==> src/rtl/prog_mem_loadable.sv <==
// prog_mem_loadable: DEPTH x DATA_W program store for the 8-bit CPU.
// It has a registered read-first fetch port and a framed byte-stream loader.
// A frame is: HDR_BYTE, start address, word count N, then N*BYTES data bytes (LSB first).
// Optional build macro PROG_MEM_CHECKSUM_EN adds a trailing 8-bit sum byte.
// The sum covers the address, count and data bytes. A wrong sum raises ld_err.
module prog_mem_loadable #(
    parameter int         DEPTH    = 64,
    parameter int         DATA_W   = 8,
    parameter logic [7:0] HDR_BYTE = 8'hA5
) (
    input  logic                     clk,
    input  logic                     rst_n,
    input  logic                     rd_en,
    input  logic [$clog2(DEPTH)-1:0] rd_addr,
    output logic [DATA_W-1:0]        rd_data,
    output logic                     rd_valid,
    input  logic                     ld_valid,
    input  logic [7:0]               ld_data,
    output logic                     ld_ready,
    output logic                     ld_busy,
    output logic                     ld_done,
    output logic                     ld_err,
    output logic [7:0]               ld_count
);
    localparam int         ADDR_W = $clog2(DEPTH);
    localparam int         BYTES  = DATA_W / 8;
    localparam logic [1:0] LAST_B = 2'(BYTES - 1);

`ifdef PROG_MEM_CHECKSUM_EN
    typedef enum logic [2:0] {IDLE, ADDR, LEN, DATA, CHK, DONE} state_t;
    localparam state_t TAIL_ST = CHK;
`else
    typedef enum logic [2:0] {IDLE, ADDR, LEN, DATA, DONE} state_t;
    localparam state_t TAIL_ST = DONE;
`endif

    state_t              state, state_nx;
    logic [DATA_W-1:0]   mem [DEPTH];
    logic [ADDR_W-1:0]   ptr;
    logic [1:0]          bidx;
    logic [7:0]          remaining;
    logic [DATA_W-1:0]   asm_word;
    logic [DATA_W-1:0]   wr_word;
    logic                mem_we;
    logic                xfer;
    logic                word_last;

    assign ld_ready  = rst_n && (state != DONE);
    assign xfer      = ld_valid && ld_ready;
    assign ld_busy   = (state != IDLE) && (state != DONE);
    assign ld_done   = (state == DONE);
    assign word_last = (bidx == LAST_B);

`ifdef PROG_MEM_CHECKSUM_EN
    logic [7:0] sum;
    logic       err;
    assign ld_err = err;
`else
    assign ld_err = 1'b0;
`endif

    // Loader state register
    always_ff @(posedge clk or negedge rst_n) begin
        if (!rst_n) state <= IDLE;
        else        state <= state_nx;
    end

    // Next-state decode, word assembly and write strobe
    always_comb begin
        state_nx = state;
        mem_we   = 1'b0;
        wr_word  = asm_word;
        for (int b = 0; b < BYTES; b++) begin
            if (b == int'(bidx)) wr_word[b*8 +: 8] = ld_data;
        end
        if (xfer) begin
            case (state)
                IDLE: if (ld_data == HDR_BYTE) state_nx = ADDR;
                ADDR: state_nx = LEN;
                LEN:  state_nx = (ld_data == 8'd0) ? TAIL_ST : DATA;
                DATA: begin
                    if (word_last) begin
                        mem_we = 1'b1;
                        if (remaining == 8'd1) state_nx = TAIL_ST;
                    end
                end
`ifdef PROG_MEM_CHECKSUM_EN
                CHK:  state_nx = DONE;
`endif
                default: ;
            endcase
        end
        if (state == DONE) state_nx = IDLE;
    end

    // Frame control: write pointer, byte index, words left, word count, error flag
    always_ff @(posedge clk or negedge rst_n) begin
        if (!rst_n) begin
            ptr       <= '0;
            bidx      <= 2'd0;
            remaining <= 8'd0;
            ld_count  <= 8'd0;
`ifdef PROG_MEM_CHECKSUM_EN
            err       <= 1'b0;
`endif
        end else if (xfer) begin
            case (state)
                IDLE: begin
                    if (ld_data == HDR_BYTE) begin
                        ld_count <= 8'd0;
`ifdef PROG_MEM_CHECKSUM_EN
                        err      <= 1'b0;
`endif
                    end
                end
                ADDR: ptr <= ld_data[ADDR_W-1:0];
                LEN: begin
                    remaining <= ld_data;
                    bidx      <= 2'd0;
                end
                DATA: begin
                    if (word_last) begin
                        bidx      <= 2'd0;
                        ptr       <= ptr + 1'b1;
                        ld_count  <= ld_count + 8'd1;
                        remaining <= remaining - 8'd1;
                    end else begin
                        bidx <= bidx + 2'd1;
                    end
                end
`ifdef PROG_MEM_CHECKSUM_EN
                CHK: err <= (ld_data != sum);
`endif
                default: ;
            endcase
        end
    end

    // Partial-word holding register and running checksum (no reset needed: reloaded per frame)
    always_ff @(posedge clk) begin
        if (xfer && state == DATA) asm_word <= wr_word;
`ifdef PROG_MEM_CHECKSUM_EN
        if (xfer && state == ADDR) sum <= ld_data;
        if (xfer && (state == LEN || state == DATA)) sum <= sum + ld_data;
`endif
    end

    // Program store with registered read-first fetch port
    always_ff @(posedge clk or negedge rst_n) begin
        if (!rst_n) begin
            for (int i = 0; i < DEPTH; i++) mem[i] <= '0;
            rd_data  <= '0;
            rd_valid <= 1'b0;
        end else begin
            rd_valid <= rd_en;
            if (rd_en)  rd_data  <= mem[rd_addr];
            if (mem_we) mem[ptr] <= wr_word;
        end
    end
endmodule

==> config.mk <==
export PLATFORM = sky130hd
export DESIGN_NAME = prog_mem_loadable
export DESIGN_NICKNAME = d
export VERILOG_FILES = /design/src/rtl/prog_mem_loadable.sv
export SDC_FILE = /design/constraint.sdc
export NUM_CORES = 1
export LEC_CHECK = 0
export CAP_MARGIN = 20
export CORE_AREA = 2 2 227 229
export CTS_CLUSTER_SIZE = 28
export DETAILED_ROUTE_END_ITERATION = 7
export DIE_AREA = 0 0 229 231
export PLACE_DENSITY_LB_ADDON = 0.15
export SLEW_MARGIN = 20
export SYNTH_ARGS = -nofsm -noshare
export SYNTH_HDL_FRONTEND = slang
export SYNTH_SLANG_ARGS = --single-unit
==> constraint.sdc <==
create_clock -name clk -period 6.9 [get_ports clk]
set_input_delay 1.035 -clock clk [delete_from_list [all_inputs] [get_ports clk]]
set_output_delay 1.035 -clock clk [all_outputs]
set_load 0.01 [all_outputs]
==> results.cfg, run 1 <==
[run_status]
outcome = finished, final reports clean

[floorplan]
die_w_um = 229
num_io_pins = 39
num_rows = 83
initial_core_util_pct = 49.47
die_y_um = 231
dieArea_um2 = 52900
core_um2 = 50680

[synth]
ys_top_cells_by_count = dfrtp_1, nand2_1, o21ai_0
synth_cell_types = 54
syn_nets = 2334
async_flop_share_pct = 98.56
syn_avg_cell_area_um2 = 10.85
synth_edf_count = 8
ys_seq_elements = 556
yosysTopAreaCell = dfrtp_1
yosys_warnings = 0
synth_area_um2 = 25070
synthTopCellsByArea = dfrtp_1, mux4_2, o21ai_0
ys.flop_type = dfrtp_1
ys_seq_area_share_pct = 55.66
synthCells = 2310
yosysTopAreaCellShare_pct = 54.70
synth.most_common_cell = dfrtp_1

[cells_and_area]
fillers = 4419
final_nets = 2254
final_cell_area_um2 = 27800
antenna_cells = 0
drive_gt1_share_pct = 14.09
syn_to_final_growth_pct = 10.89

[global_routing]
track_usage_pct = 24.45
grt_max_degree = 174
grt_pass1_vias = 16910
antenna_found_initial = 0
grt_pass1_wl_mm = 99.70
overflow = 0

[clock_network]
clockBufferDepth = 3
path_clk_slew_ns = 0.06
numCtsBuffers = 58
cts-root-buf = clkbuf_16
htree_levels = 2
clock_latency_ns = 0.63
cts-resized-gates = 0
clock_sinks = 556
postCtsSetupRepairBufs = 0
cts_tree = built
cts_hold_buf = 0

[drt]
firstDrtPassIters = 5
drt_wl_total_mm = 63.03
drtIter0Drc = 1377
drc_errors = 0
vias = 17010
avgRoutedWirePerCell_um = 21.31
viasPerCell = 5.750
postRouteAntennaNets = 0

[sta]
worstMarginPinSlew_ns = 1.106
tns_ns = 0
period_share_pct = 49.83
max_slew_margin_pct = 26.27
rsz0062_at_grt = no
setup_viol = 0
finalHoldViolations = 0
min_period_ns = 3.438
skew_ns = 0.02877
max_clock_freq_mhz = 290.8
slew_violations = 0

[setup_path]
end_kind = flop
ff2ff_setup_slack_ns = 3.65
crit_path_start_kind = input pin
worst-setup-path-type = input pin to flop
critPathRequiredTime_ns = 7.37
worst_ep_arrival_time_ns = 3.91
critPathMaxFanout = 84

[flow_run]
max_cap_viol_count = 0

[power]
p_leak_nw = 12.30
vdd_drop_max_v = 0.0002396
cellPowerDensity_nw_per_um2 = 303.3
power_mw = 8.433

[place]
dp_hpwl_mm = 38.29
dpl-instance-area_um2 = 25720
place_congestion = 0.8092
io_buffer_count = 37

[worst_hold_path]
hold_class = input pin to asynchronous set/reset pin
## power by group
group | internal [mW] | total, mW | switching (mW)
combinational | 0.477 | 1.23 | 0.752
clock | 2.00 | 3.34 | 1.34
sequential | 3.60 | 3.87 | 0.271
## routing by layer
metal	global-route usage [%]	vias up	wire, µm
met2	38.31	434	29350
met4	8.827	0	1862
met1	34.83	8501	28360
met3	3.891	111	3461
li1	-	7962	-
met5	0	-	0
## sequential cells by signal, indices dropped and copies added (netlist names)
| register | flops |
|---|---|
| asm_word | 8 |
| bidx | 2 |
| ld_count | 8 |
| mem | 512 |
| ptr | 6 |
| rd_data | 8 |
| rd_valid | 1 |
| remaining | 8 |
| state | 3 |
## through the flow
stage          hold slack [ns]  utilization (%)  instances  setup slack, ns
6_report                0.3877            54.85       2958            3.462
3_3_place_gp            0.4558            50.74       2849            2.836
3_5_place_dp            0.4653            50.75       2849            2.751
5_1_grt                 0.4388            54.85       2958            3.363
4_1_cts                 0.4096            54.77       2957            3.415
2_1_floorplan           0.4444                -       2310            4.111
## cells in the final DEF, fill, tap and decap left out, types with 15 or more instances in the layout
cell type,n
a21oi_1,188
clkbuf_8,15
inv_1,25
buf_4,23
nor2_1,213
o221ai_1,16
dfrtp_1,548
mux2_2,35
nand2_1,379
mux2i_1,40
clkdlybuf4s50_1,33
o21ai_0,359
mux4_2,120
a22oi_1,20
clkbuf_16,58
## worst max-delay path, stage by stage
cell and delay (ns):
buf_6 0.71, buf_4 0.65, mux4_2 0.43, mux2_2 0.32, a221oi_1 0.45, o221ai_1 0.17
## logic make-up (layout without fill, tap and decap cells)
family / Yosys count / in the layout / synth area share (%)
and+or+nand+nor: 690 / 690 / 12.38
AOI/OAI and AO/OA: 627 / 627 / 13.47
DFF: 556 / 556 / 55.66
buffers and inverters: 227 / 195 / 3.913
muxes: 203 / 203 / 14.27
adders and majority gates: 6 / 6 / 0.2994
other: 1 / 1 / 0.01496
## final cells by class
cell class	count	area, µm²	share of cell area (%)
Clock inverter	24	347.8	1.251
Timing Repair Buffer	62	610.6	2.196
Sequential cell	556	13950	50.19
Inverter	25	93.84	0.3376
Tap cell	680	850.8	3.061
Clock buffer	84	1689	6.076
Multi-Input combinational cell	1527	10250	36.88
## path summary, 6_finish.rpt
check | start | endpoint | depth (start not counted)
setup / recovery | rd_addr[2] | rd_data[1] | 6
hold / removal | rst_n | mem[121] | 1
setup reg to reg | state[0] | mem[355] | 5
hold reg to reg | mem[21] | mem[21] | 2
max in group asynchronous | rst_n | mem[285] | 3
min in group clk | mem[21] | mem[21] | 2
No activity file was read; power rests on OpenSTA's default activity.
==> run 2: changes to the inputs <==
clock period = 3.6 ns   (was 6.9 ns; I/O delays follow)
==> run 2 against run 1 <==
Net effect: wire length hardly changed; register-to-register slack worse by 2.8 ns; largest power group unchanged; clock power rose by 83%; clock-buffer cell count is 7 higher; clock skew fell by 0.011 ns.
==> results.cfg, run 2 (synthesis results as in run 1) <==
[clock_network]
path_clk_slew_ns = 0.06
cts-resized-gates = 0
cts_tree = built
cts_hold_buf = 1
clock_latency_ns = 0.62
htree_levels = 2
cts-root-buf = clkbuf_16
numCtsBuffers = 59
clockBufferDepth = 3
postCtsSetupRepairBufs = 0
clock_sinks = 556

[worst_hold_path]
hold_class = input pin to asynchronous set/reset pin

[floorplan]
die_w_um = 229
num_io_pins = 39
num_rows = 83
core_um2 = 50680
initial_core_util_pct = 49.47
die_y_um = 231
dieArea_um2 = 52900

[setup_path]
max_stage_delay_ns = 0.61
ff2ff_setup_slack_ns = 0.86
worst-setup-path-type = flop to primary output
critPathMaxFanout = 11
worst_ep_arrival_time_ns = 2.25
crit_slowest_cell = dfrtp_1
crit_path_cell_trace = nor2_1 -> and2_1 -> nor2b_1 -> clkdlybuf4s50_1
critPathRequiredTime_ns = 3.06
end_kind = primary output
crit_path_start_kind = flop

[power]
power_mw = 15.88
p_leak_nw = 12.55
vdd_drop_max_v = 0.0004835
cellPowerDensity_nw_per_um2 = 563.6

[flow_run]
max_cap_viol_count = 0

[drt]
firstDrtPassIters = 5
postRouteAntennaNets = 0
vias = 17340
drtIter0Drc = 1401
route.met3.wl_mm = 3.532
drt_wl_total_mm = 63.04
avgRoutedWirePerCell_um = 20.92
viasPerCell = 5.753
drc_errors = 0
top_layer_used = met4
wl_met1_mm = 27.95
met2_length_mm = 29.82

[cells_and_area]
final_nets = 2312
fillers = 4422
drive_gt1_share_pct = 15.85
largest_reg_flops = 512
final_util_pct = 55.59
syn_to_final_growth_pct = 12.38
antenna_cells = 0
top_register = mem
stdcell_count = 3014
layout_commonest_cell = dfrtp_1
final_cell_area_um2 = 28170
final_cell_mix = dfrtp_1, nand2_1, o21ai_0

[global_routing]
track_usage_pct = 24.48
overflow = 0
grt_pass1_wl_mm = 100.6
antenna_found_initial = 0
grt_max_degree = 185
grt_pass1_vias = 17250

[sta]
setup_viol = 0
finalHoldViolations = 0
max_clock_freq_mhz = 358.3
slew_violations = 0
skew_ns = 0.01738
worstMarginPinSlew_ns = 1.037
min_period_ns = 2.791
whs_ns = 0.3688
fin_ws_ns = 0.8092
rsz0062_at_grt = no
max_slew_margin_pct = 30.87
period_share_pct = 77.52
tns_ns = 0

[place]
io_buffer_count = 37
pre_cts_ws_ns = 0.5461
place_congestion = 0.8669
dp.cells = 2906
dpl-instance-area_um2 = 26210
dp_hpwl_mm = 40.30

[run_status]
outcome = finished, final reports clean
==> run 2: report_power, final <==
| group | internal, mW | switching, mW | total [mW] |
|---|---|---|---|
| Clock | 3.62 | 2.49 | 6.10 |
| Combinational | 0.953 | 1.41 | 2.36 |
| Sequential | 6.90 | 0.514 | 7.41 |
| Total | 11.5 | 4.41 | 15.9 |
==> run 2: per-layer routing <==
layer | GRT usage (%) | up-vias
met4 | 7.204 | 0
met3 | 4.854 | 108
met5 | 0 | -
met2 | 39.15 | 420
met1 | 34.20 | 8748
li1 | - | 8063
==> run 2: critical path, delay by kind of cell, from the launching register on <==
kind,cells,cell delay (ns)
flip-flops,1,0.61
buffers and inverters,1,0.53
AND/OR/NAND/NOR,3,0.50
==> run 2: area by class of cell <==
cell class	instances	area [µm²]	area share, %
sequential	556	13950	49.53
multi-input combinational	1527	10240	36.35
clock buffer	91	1790	6.355
timing repair buffer	119	1081	3.837
tap	680	850.8	3.020
clock inverter	16	162.7	0.5773
inverter	25	93.84	0.3331
==> run 2: final timing paths <==
check,start,to,cells after the start
min reg2reg,mem[147],mem[147],2
max reg2reg,state[0],mem[127],5
min,rst_n,remaining[1],2
max,state[0],ld_ready,4
max in group asynchronous,rst_n,mem[316],4
min in group clk,mem[147],mem[147],2
==> run 3: changes to the inputs <==
clock period = 2.5 ns   (was 3.6 ns; I/O delays follow)
==> run 3 against run 2 <==
Net effect: clock-buffer cell count is 4 lower; largest power group unchanged; final area is 3.6% higher; final cell count increased by 2.0%; non-clock buffer count increased by 64; worst setup slack worse by 0.70 ns; flip-flop and latch count did not move; clock skew fell by 0.0083 ns; wire length up 1.8%; critical path depth up 1; register-to-register slack lost 0.75 ns; die area unchanged.
==> results.cfg, run 3 (synthesis results as in run 1) <==
[clock_network]
clock_latency_ns = 0.61
htree_levels = 2
path_clk_slew_ns = 0.06
clock_sinks = 556
numCtsBuffers = 58
cts-root-buf = clkbuf_16
clockBufferDepth = 3
cts_tree = built

[global_routing]
antenna_found_initial = 0
grt_max_degree = 137
track_usage_pct = 25.03
grt_pass1_vias = 17530
overflow = 0
grt_pass1_wl_mm = 102.4

[floorplan]
num_io_pins = 39
num_rows = 83
die_y_um = 231
dieArea_um2 = 52900
initial_core_util_pct = 49.47
core_um2 = 50680
die_w_um = 229

[sta]
tns_ns = 0
finalHoldViolations = 0
max_clock_freq_mhz = 417.7
skew_ns = 0.009063
min_period_ns = 2.394
period_share_pct = 95.77
slew_violations = 0
setup_viol = 0
worstMarginPinSlew_ns = 1.035
max_slew_margin_pct = 31.01
rsz0062_at_grt = no

[drt]
drtIter0Drc = 1352
wl_met1_mm = 29.24
vias = 17440
met2_length_mm = 30.42
postRouteAntennaNets = 0
route.met3.wl_mm = 2.985
drt_wl_total_mm = 64.20
avgRoutedWirePerCell_um = 20.88
top_layer_used = met4
viasPerCell = 5.671
firstDrtPassIters = 7
drc_errors = 0

[setup_path]
r2r_end = state[1]
crit_slowest_cell = or4_1
r2r-start = remaining[4]
crit_path_cell_trace = or4_1 -> o41ai_1 -> nand2_1 -> a221oi_2 -> mux2_2
critPathRequiredTime_ns = 2.99
cp-startpoint = remaining[4]
crit_path_start_kind = flop
worst-setup-path-type = flop to flop
worst_ep_arrival_time_ns = 2.88
critPathMaxFanout = 4
reg2reg_depth = 5
ff2ff_setup_slack_ns = 0.11
max_stage_delay_ns = 0.61
end_kind = flop

[cells_and_area]
largest_reg_flops = 512
stdcell_count = 3075
layout_commonest_cell = dfrtp_1
antenna_cells = 0
syn_to_final_growth_pct = 16.44
final_nets = 2375
final_cell_mix = dfrtp_1, nand2_1, o21ai_0
top_register = mem
drive_gt1_share_pct = 18.12
fillers = 4302

[place]
dp.cells = 2968
dp_hpwl_mm = 41.75
place_congestion = 0.8106
io_buffer_count = 37

[power]
power_mw = 23.33
cellPowerDensity_nw_per_um2 = 799.3
vdd_drop_max_v = 0.0005730
p_leak_nw = 13.01

[worst_hold_path]
hold_class = input pin to asynchronous set/reset pin

[run_status]
outcome = finished, final reports clean

[flow_run]
max_cap_viol_count = 0
==> run 3: what timing repair did <==
item,4_1_cts,5_1_grt
hold buffers,1,0
resized for setup,5,0
buffers inserted,0,2
setup endpoints to repair,3,2
hold endpoints to repair,46,0
==> run 3: stage by stage <==
| stage | hold WS [ns] | utilization (%) | area, µm² | setup WS (ns) |
|---|---|---|---|---|
| floorplan | 0.07941 | - | 25070 | 0.3120 |
| global placement | 0.2115 | 53.57 | 27150 | -0.1436 |
| detailed placement | 0.2123 | 53.57 | 27150 | -0.1389 |
| CTS | 0.1540 | 57.57 | 29180 | 0.01494 |
| global route | 0.1798 | 57.60 | 29190 | 0.01785 |
| finish | 0.1913 | 57.60 | 29190 | 0.1057 |
==> run 3: worst max-delay path, delay by kind of cell, from the launching register on <==
family | cells | cell delay [ns]
compound gates | 2 | 0.75
flops | 1 | 0.40
mux | 1 | 0.38
simple gates | 2 | 0.75
==> run 3: layout make-up <==
| class | count | area (µm²) | area share, % |
|---|---|---|---|
| Clock buffer | 87 | 1733 | 5.936 |
| Multi-Input combinational cell | 1527 | 10250 | 35.10 |
| Timing Repair Buffer | 183 | 2044 | 7.004 |
| Sequential cell | 556 | 13950 | 47.80 |
| Inverter | 25 | 93.84 | 0.3215 |
| Clock inverter | 17 | 270.3 | 0.9258 |
| Tap cell | 680 | 850.8 | 2.915 |
==> run 3: worst max path at each step <==
stage / endpoint / slack (ns)
floorplan: mem[205] / 0.31
detailed placement: rd_data[6] / -0.14
global route: ld_ready / 0.02
global placement: rd_data[6] / -0.14
CTS: ld_ready / 0.01
finish: state[1] / 0.11
==> run 3: power by group <==
part	switching (mW)	internal [mW]
Clock	3.56	5.48
Sequential	0.676	9.93
Combinational	2.14	1.56
==> run 3: layer usage <==
metal / up-vias / GRT usage (%)
li1: 8191 / -
met1: 8773 / 35.87
met2: 371 / 39.97
met3: 103 / 3.891
met4: 0 / 6.960
met5: - / 0
==> variant, RTL diff (config.mk and constraints of run 3) <==
Set the parameter `DEPTH` to 32 (it was 64).
--- a/src/rtl/prog_mem_loadable.sv
+++ b/src/rtl/prog_mem_loadable.sv
@@ -5,5 +5,5 @@
 // The sum covers the address, count and data bytes. A wrong sum raises ld_err.
 module prog_mem_loadable #(
-    parameter int         DEPTH    = 64,
+    parameter int         DEPTH    = 32,
     parameter int         DATA_W   = 8,
     parameter logic [7:0] HDR_BYTE = 8'hA5
Interface: changed (resized rd_addr); port bits go from 39 to 38. No check against the original RTL was run, so the function may have changed too.
==> variant against run 3 <==
Via count fell by 43%; die area did not move; utilization fell by 25 points; sequential cell count fell by 257; clock skew rose by 3.2 ps; clock power fell by 42%; cell area fell by 43%; synthesized cell count fell by 40%; setup slack got worse by 1.2 ps; synthesized area fell by 44%; global-route usage fell by 9.2 points; wire length fell by 36%; power fell by 35%; critical endpoint is now ld_ready; highest routed layer is now met5.
==> variant: results (changes against run 3) <==
| Metric | Value |
|---|---|
| Synth top area cells | `dfrtp_1, mux2i_1, o21ai_0 (was dfrtp_1, mux4_2, o21ai_0)` |
| Top Metal Used | `met5 (was met4)` |
| Largest net degree at the start of global routing | `146 (was 137)` |
| Placer congestion estimate | `0.748 (was 0.811)` |
| Worst-Margin Slew | `864 ps (was 1030 ps)` |
| Most frequent cells after synthesis | `dfrtp_1, nand2_1, o21ai_0 (unchanged)` |
| Multi-In Gates | `953 (was 1527)` |
| Synthesized flop and latch total | `299 (was 556)` |
| Arrival time worst endpoint | `2020 ps (was 2880 ps)` |
| Flop-to-flop setup slack | `540 ps (was 110 ps)` |
| Met3 Usage GRT | `2.98% (was 3.89%)` |
| Hold_ws | `257 ps (was 191 ps)` |
| Layout fillers | `5285 (was 4302)` |
| Async SR Flop Fraction | `97.3% (was 98.6%)` |
| Switch Pwr | `0.00489 W (was 0.00637 W)` |
| Share of cells above drive strength 1 | `12.2% (was 18.1%)` |
| Sequential Power Share | `43.3% (was 45.4%)` |
| Via count | `9913 (was 17.4k)` |
| Clock-net power | `0.00528 W (was 0.00903 W)` |
| Vias in the first global route | `10.1k (was 17.5k)` |
| PortBufs | `36 (was 37)` |
| Area Growth Syn to Fin | `18.5% (was 16.4%)` |
| Inverters | `21 (was 25)` |
| Number of detailed-route iterations in the first pass | `4 (was 7)` |
| Grt met1 use | `22.1% (was 35.9%)` |
| Multi-input logic portion of the cell area | `35.9% (was 35.1%)` |
| CTS buffer count | `37 (was 58)` |
| Met2 usage | `25.4% (was 40.0%)` |
| Status | `finished clean (unchanged)` |
| Non-CTS buffers | `101 (was 183)` |
| Antenna violations before repair | `2 (was 0)` |
| Final nets | `1439 (was 2375)` |
| Worst-path fanout max | `9 (was 4)` |
| Worst vdd ir | `573 uV (about the same)` |
| Area of the multi-input gates | `5960 um2 (was 10200 um2)` |
| CLK BUF | `61 (was 87)` |
| Via density | `4.68 (was 5.67)` |
| First-pass GRT wire length | `64100 um (was 102000 um)` |
| Largest register FFs | `256 (was 512)` |
| Sequential portion of the cell area | `45.2% (was 47.8%)` |
| Sequential area share after synthesis | `53.6% (was 55.7%)` |
| Clock latency on the worst-skew pair | `550 ps (was 610 ps)` |
| Wl on met1 | `20100 um (was 29200 um)` |
| First-iteration detailed-routing DRC count | `530 (was 1352)` |
| Clock skew | `12.3 ps (was 9.06 ps)` |
| Yosys cell types | `48 (was 54)` |
| Synth Area per Inst | `10.2 um2 (was 10.9 um2)` |
| Dpl hpwl | `26700 um (was 41800 um)` |
| WL final | `40900 um (was 64200 um)` |
-- variant: changes by cell type after synthesis, sizes merged, moves of 69 or more --
cell and change:
dfrtp -257, nor2 -203, a21oi -149, mux4 -120
nand2 -104, mux2i +89, clkbuf -84, o21ai -69
-- variant: path summary, 6_finish.rpt --
check | startpoint | endpoint
setup / recovery | state[0] | ld_ready
hold / removal | rst_n | mem[241]
setup reg to reg | bidx[0] | mem[139]
hold reg to reg | mem[96] | mem[96]
max in group asynchronous | rst_n | mem[59]
min in group clk | mem[96] | mem[96]
-- variant: kinds of logic after synthesis --
logic type,count (synthesis),synth area share (%)
DFF,299,53.6
adders and majority gates,9,0.802
muxes,145,10.4
other,1,0.0267
AOI/OAI and AO/OA,417,16.3
and+or+nand+nor,381,14.1
buffers and inverters,130,4.68
-- variant: critical path, cell delays in order (launching register included) --
cell and delay, ps:
dfrtp_2 460, or2_2 350, nor2_1 140, nor2b_1 60, clkdlybuf4s50_1 470
